<file path="src/rtl/ddr_arb_pkg.sv">
// Shared defaults and slot state encoding for the DDR client arbiter.
package ddr_arb_pkg;

    localparam int ADDR_W_DEF       = 24;
    localparam int DATA_W_DEF       = 16;
    localparam int STARVE_LIMIT_DEF = 8;

    // Hold-until-ack slot states; kept as plain constants so older tools accept them.
    localparam logic [0:0] ST_IDLE = 1'b0;
    localparam logic [0:0] ST_BUSY = 1'b1;

endpackage

</file>
<file path="src/rtl/arb_slot.sv">
// One hold-until-ack channel: latches the granted owner/address/data, drives the
// Ddr request from those registers only, and routes the Ddr ack to the owner.
module arb_slot
    import ddr_arb_pkg::*;
#(
    parameter int ADDR_W = ADDR_W_DEF,
    parameter int DATA_W = DATA_W_DEF
) (
    input  logic              clk,
    input  logic              srst,
    input  logic              i_grant_valid,
    input  logic              i_grant_owner,
    input  logic [ADDR_W-1:0] i_grant_addr,
    input  logic [DATA_W-1:0] i_grant_data,
    input  logic              i_ddr_ack,
    output logic              o_idle,
    output logic              o_req,
    output logic [ADDR_W-1:0] o_addr,
    output logic [DATA_W-1:0] o_data,
    output logic [1:0]        o_client_ack
);

    logic [0:0]        r_state;
    logic              r_owner;
    logic [ADDR_W-1:0] r_addr;
    logic [DATA_W-1:0] r_data;
    logic              w_done;

    // An ack only completes a transaction while one is outstanding; stray acks are dropped.
    assign w_done = (r_state == ST_BUSY) && i_ddr_ack;

    // IDLE latches a grant and raises the request next cycle; BUSY waits for the Ddr ack.
    always_ff @(posedge clk) begin
        if (srst) begin
            r_state <= ST_IDLE;
            r_owner <= 1'b0;
            r_addr  <= '0;
            r_data  <= '0;
        end else if (r_state == ST_IDLE) begin
            if (i_grant_valid) begin
                r_state <= ST_BUSY;
                r_owner <= i_grant_owner;
                r_addr  <= i_grant_addr;
                r_data  <= i_grant_data;
            end
        end else if (i_ddr_ack) begin
            r_state <= ST_IDLE;
        end
    end

    assign o_idle = (r_state == ST_IDLE);
    assign o_req  = (r_state == ST_BUSY);
    assign o_addr = r_addr;
    assign o_data = r_data;

    // Per-client ack demux, combinational so the client sees it alongside the Ddr ack.
    genvar gi;
    generate
        for (gi = 0; gi < 2; gi++) begin : g_ack
            assign o_client_ack[gi] = w_done && (r_owner == 1'(gi));
        end
    endgenerate

endmodule

</file>
<file path="src/rtl/ddr_arbiter.sv">
// Shares the Ddr read and write ports between two read and two write clients.
// Reads: display fetcher (client 0) has fixed priority with a starvation guard
// for the graphics engine; writes: round-robin between engine and host loader.
module ddr_arbiter
    import ddr_arb_pkg::*;
#(
    parameter int ADDR_W       = ADDR_W_DEF,
    parameter int DATA_W       = DATA_W_DEF,
    parameter int STARVE_LIMIT = STARVE_LIMIT_DEF
) (
    input  logic              clk133_p,
    input  logic              rst,
    input  logic [1:0]        rdReq,
    input  logic [ADDR_W-1:0] rdAddr0,
    input  logic [ADDR_W-1:0] rdAddr1,
    output logic [1:0]        rdAck,
    output logic [DATA_W-1:0] rdData,
    input  logic [1:0]        wrReq,
    input  logic [ADDR_W-1:0] wrAddr0,
    input  logic [ADDR_W-1:0] wrAddr1,
    input  logic [DATA_W-1:0] wrData0,
    input  logic [DATA_W-1:0] wrData1,
    output logic [1:0]        wrAck,
    output logic              read,
    output logic [ADDR_W-1:0] readAddress,
    input  logic              readAcknowledge,
    input  logic [DATA_W-1:0] readData,
    output logic              write,
    output logic [ADDR_W-1:0] writeAddress,
    output logic [DATA_W-1:0] writeData,
    input  logic              writeAcknowledge
);

    // Wide enough to hold STARVE_LIMIT itself (and never zero bits wide).
    localparam int                  STREAK_W   = $clog2(STARVE_LIMIT + 2);
    localparam logic [STREAK_W-1:0] STREAK_MAX = STREAK_W'(STARVE_LIMIT);

    logic                w_rd_idle;
    logic                w_rd_grant_valid;
    logic                w_rd_grant_owner;
    logic                w_rd_starved;
    logic [ADDR_W-1:0]   w_rd_grant_addr;
    logic [DATA_W-1:0]   w_rd_data_unused;
    logic [STREAK_W-1:0] r_streak;

    logic                w_wr_idle;
    logic                w_wr_grant_valid;
    logic                w_wr_grant_owner;
    logic [ADDR_W-1:0]   w_wr_grant_addr;
    logic [DATA_W-1:0]   w_wr_grant_data;
    logic                r_last_wr;

    // Read grant: client 0 wins unless client 1 has watched STARVE_LIMIT client-0 grants go by.
    always_comb begin
        w_rd_grant_valid = w_rd_idle && (rdReq != 2'b00);
        w_rd_starved     = rdReq[1] && (r_streak == STREAK_MAX);
        w_rd_grant_owner = rdReq[1] && (!rdReq[0] || w_rd_starved);
        w_rd_grant_addr  = w_rd_grant_owner ? rdAddr1 : rdAddr0;
    end

    // Streak counts client-0 grants made while client 1 waits; any other grant clears it.
    always_ff @(posedge clk133_p) begin
        if (rst) begin
            r_streak <= '0;
        end else if (w_rd_grant_valid) begin
            if (!w_rd_grant_owner && rdReq[1]) begin
                r_streak <= (r_streak == STREAK_MAX) ? STREAK_MAX : r_streak + 1'b1;
            end else begin
                r_streak <= '0;
            end
        end
    end

    // Write grant: a lone requester wins; on a tie the client not served last wins.
    always_comb begin
        w_wr_grant_valid = w_wr_idle && (wrReq != 2'b00);
        w_wr_grant_owner = (wrReq == 2'b11) ? ~r_last_wr : wrReq[1];
        w_wr_grant_addr  = w_wr_grant_owner ? wrAddr1 : wrAddr0;
        w_wr_grant_data  = w_wr_grant_owner ? wrData1 : wrData0;
    end

    // Remember the last write owner; reset to 1 so client 0 takes the first tie.
    always_ff @(posedge clk133_p) begin
        if (rst) begin
            r_last_wr <= 1'b1;
        end else if (w_wr_grant_valid) begin
            r_last_wr <= w_wr_grant_owner;
        end
    end

    // Read data is never buffered; both read clients see the Ddr bus directly.
    assign rdData = readData;

    arb_slot #(
        .ADDR_W (ADDR_W),
        .DATA_W (DATA_W)
    ) u_rd_slot (
        .clk           (clk133_p),
        .srst          (rst),
        .i_grant_valid (w_rd_grant_valid),
        .i_grant_owner (w_rd_grant_owner),
        .i_grant_addr  (w_rd_grant_addr),
        .i_grant_data  ({DATA_W{1'b0}}),
        .i_ddr_ack     (readAcknowledge),
        .o_idle        (w_rd_idle),
        .o_req         (read),
        .o_addr        (readAddress),
        .o_data        (w_rd_data_unused),
        .o_client_ack  (rdAck)
    );

    arb_slot #(
        .ADDR_W (ADDR_W),
        .DATA_W (DATA_W)
    ) u_wr_slot (
        .clk           (clk133_p),
        .srst          (rst),
        .i_grant_valid (w_wr_grant_valid),
        .i_grant_owner (w_wr_grant_owner),
        .i_grant_addr  (w_wr_grant_addr),
        .i_grant_data  (w_wr_grant_data),
        .i_ddr_ack     (writeAcknowledge),
        .o_idle        (w_wr_idle),
        .o_req         (write),
        .o_addr        (writeAddress),
        .o_data        (writeData),
        .o_client_ack  (wrAck)
    );

endmodule
</file>
<file path="config.mk">
export PLATFORM = sky130hd
export DESIGN_NAME = ddr_arbiter
export DESIGN_NICKNAME = d
export VERILOG_FILES = /design/src/rtl/ddr_arb_pkg.sv /design/src/rtl/arb_slot.sv /design/src/rtl/ddr_arbiter.sv
export SDC_FILE = /design/constraint.sdc
export NUM_CORES = 1
export LEC_CHECK = 0
export ABC_AREA = 1
export CAP_MARGIN = 20
export CORE_ASPECT_RATIO = 1.4
export CORE_MARGIN = 5
export CORE_UTILIZATION = 38
export DETAILED_ROUTE_END_ITERATION = 10
export GPL_TIMING_DRIVEN = 0
export PLACE_DENSITY = 0.84
export SKIP_CTS_REPAIR_TIMING = 1
export SLEW_MARGIN = 20
export SYNTH_ARGS = -nofsm -noshare
export SYNTH_HDL_FRONTEND = slang
export SYNTH_SLANG_ARGS = --single-unit
</file>
<file path="constraint.sdc">
create_clock -name clk133_p -period 4.5 [get_ports clk133_p]
set_clock_uncertainty 0.2 [all_clocks]
set_input_delay 0.675 -clock clk133_p [delete_from_list [all_inputs] [get_ports clk133_p]]
set_output_delay 0.675 -clock clk133_p [all_outputs]
set_load 0.05 [all_outputs]
</file>
==> results by group <==
Status
  – Status: completed

GRT
  – GR Util met1: 0.2192
  – Vias in the first global route: between 4000 and 5000
  – Met2 usage: 0.3892
  – Antenna violations before repair: 0
  – Busiest layer in global routing: met2
  – GR Util met3: 0.09749
  – GR Overflow Total: 0
  – Overall routing resource usage: 0.2206
  – Pin count of the biggest net entering global routing: 14
  – Global-route wire length before repair: approximately 20 mm

Timing
  – Peak Freq: between 0.3 and 0.4 GHz
  – Setup_tns: 0 ns
  – # setup viols final: 0
  – Max-slew headroom: 0.6119
  – Final slew viol count: 0
  – Hold_ws: 0.2915 ns
  – Final hold violations: 0
  – Tmin final: 3.031 ns
  – Tcrit/Tclk final: 0.6735
  – Worst slew pin tran: 0.5803 ns
  – RSZ-0062 raised after global routing: false

Pwr
  – Part of the power in registers: 0.344
  – Sw Ratio: 0.3401
  – Clock share of power: 0.323
  – Worst VDD drop: 0.2296 mV
  – P_int: 1427 uW
  – Net Sw Power: 735.4 uW
  – Leak: about 0.0026 uW
  – Power share of the combinational group: 0.333
  – Power Density: 356.7 nW/um^2

Critical path
  – FF-to-FF setup slack: 2.58 ns
  – CP required: 3.62 ns
  – WP data arrival: 2.16 ns
  – Critical Path, Cell by Cell: clkdlybuf4s50_1, nand2_1, nor2_1, clkdlybuf4s50_1
  – CP Capture Type: primary output
  – Slowest cell on crit path: clkdlybuf4s50_1
  – Critical path startpoint category: primary input
  – Crit path max fanout: 3
  – Kind of critical path: in -> out
  – Slowest Stage Delay on Critical Path: 0.82 ns
  – Crit path top cell by count: clkdlybuf4s50_1

Clock tree
  – Clk pin slew, worst setup/hold paths: ~0.060 ns
  – Clock buffer depth: 2
  – CTS tree: done
  – H-tree Lvls: 3
  – Clock buffer count from CTS: 9
  – CTS root buffer: clkbuf_16
  – Worst skew pair latency: 0.33 ns
  – Clock sinks: 73

Floorplan
  – Initial Util: 0.3844
  – Die Ht: 122.4 um
  – Num ports: 238
  – Die area: around 11000 um^2
  – Die extent in x: 90.31 um
  – Standard-cell rows: between 40 and 50
  – Core Region: 8926 um^2

Route
  – First drt pass iteration count: 6
  – Via-per-instance ratio: around 5
  – Via count: roughly 4200
  – WL per Instance: 14.76 um
  – Drt drc: 0
  – Antenna-violating nets left: 0
  – Drt first-iter violations: 99
  – DRT Wirelength: between 10 and 15 mm

Yosys
  – Seq/Total Area, Yosys: 0.4260
  – Synth top area share: 0.4260
  – Syn avg cell area: 6.754 um^2
  – Syn Nets: 662
  – Post-Synthesis Cell Area: 3431 um^2
  – Synth Area in Compound Gates: 0.1597
  – Largest family of logic cells by synthesized area: simple AND/OR/NAND/NOR gates
  – Synth area leader: dfxtp_1
  – Gate Count Post-Synth: 508
  – Ys Warns: 0
  – Yosys cell types: 20
  – Mux contribution to synthesized area: 0
  – Ranking of synthesized cells by area: dfxtp_1, nand2_1, a31oi_1
  – Seq cells post-synth: 73
  – XOR/XNOR Fraction of Synth Area: 0.005106
  – Adder-Cell Fraction of Synth Area: 0.007294
  – Post-Synth Simple-Gate Area: 0.2848

Placement
  – GP Congestion: 0.8995
  – Detailed Place HPWL: approximately 10 mm
  – Port bufs: 220

Hold path
  – Worst hold-check path type: reg -> reg

Job
  – Max-Cap Viols: 0

Final layout
  – Number of nets in the layout: roughly 890
  – Layout cell share with drive strength beyond 1: 0.06989
  – Ant diodes: 0
  – Fill cells: 744
  – Sequential Area: 1461 um^2
  – Area occupied by multi-input gates: 1568 um^2
  – Area growth, synth to finish: 76.70%
==> final timing paths <==
kind | from | end | cells past startpoint
setup / recovery | readAcknowledge | rdAck[0] | 4
hold / removal | u_wr_slot.r_owner$_SDFFE_PP0P_ | u_wr_slot.r_owner$_SDFFE_PP0P_ | 2
setup reg to reg | r_streak[0]$_SDFFE_PP0P_ | u_rd_slot.o_addr[5]$_SDFFE_PP0P_ | 9
hold reg to reg | u_wr_slot.r_owner$_SDFFE_PP0P_ | u_wr_slot.r_owner$_SDFFE_PP0P_ | 2
==> area by class of cell <==
class                      count  area share
buffer                        48     0.04211
clock buffer                   9     0.03715
clock inverter                 7     0.01156
inverter                      39     0.02415
multi-input combinational    348      0.2586
sequential                    73      0.2411
tap                          107     0.02208
timing repair buffer         220      0.3633
==> layer usage <==
layer  up-vias  wire length (um)
met4         0               446
met1      1819              4492
met2       236              6116
met3        30              1502
li1       2083                 -
met5         -                 0
==> through the flow <==
stage / utilization / area [um^2] / std cells / setup slack, ns / total power (uW)
detailed placement: 0.6461 / 5767 / 835 / 1.443 / 1478
floorplan: - / 3431 / 508 / 2.092 / 1169
finish: 0.6791 / 6062 / 851 / 1.469 / 2163
CTS: 0.6791 / 6062 / 851 / 1.440 / 2183
global route: 0.6791 / 6062 / 851 / 1.418 / 2257
global placement: 0.6461 / 5767 / 835 / 1.452 / 1468
==> flip-flops by register name, summed over array words and instances, names as in the netlist <==
signal             flops
u_rd_slot.o_addr      24
u_wr_slot.o_addr      24
u_wr_slot.o_data      16
r_streak               4
r_last_wr              1
u_rd_slot.o_req        1
u_rd_slot.r_owner      1
u_wr_slot.o_req        1
u_wr_slot.r_owner      1
==> power groups by stage <==
stage	clock network [uW]	registers, uW	logic (uW)
6_report	698	744	720
5_1_grt	741	751	765
4_1_cts	714	744	725
3_5_place_dp	0	757	721
3_3_place_gp	0	755	713
2_1_floorplan	0	957	211
==> cell usage after synthesis <==
cell / count
xor2_1: 2
buf_1: 2
a31oi_1: 41
o311a_1: 1
clkbuf_1: 18
a21oi_2: 3
nor2_1: 55
nand2_1: 168
buf_4: 16
buf_2: 12
ha_1: 2
nand3_1: 28
a21oi_1: 5
o21ai_1: 5
inv_2: 3
o21ai_0: 36
dfxtp_1: 73
inv_1: 36
o21ai_2: 1
a21oi_4: 1
==> worst max-delay path: cells and delay by family <==
kind	cells	cell delay, ns
and+or+nand+nor	2	0.20
buffers and inverters	2	1.27
==> cells in the final DEF (no fill, tap or decap), types with 9 or more instances in the layout <==
master           count
a31oi_1             41
buf_2               12
buf_4               16
clkbuf_1            18
clkbuf_16            9
clkdlybuf4s50_1    220
dfxtp_1             73
inv_1               36
nand2_1            168
nand3_1             28
nor2_1              55
o21ai_0             36
==> cell families after synthesis <==
family / Yosys count
AOI/OAI and AO/OA: 93
xor gates and xnor gates: 2
adders and majority gates: 2
buffers and inverters: 87
DFF: 73
and+or+nand+nor: 251
(Power assumes the default switching activity.)
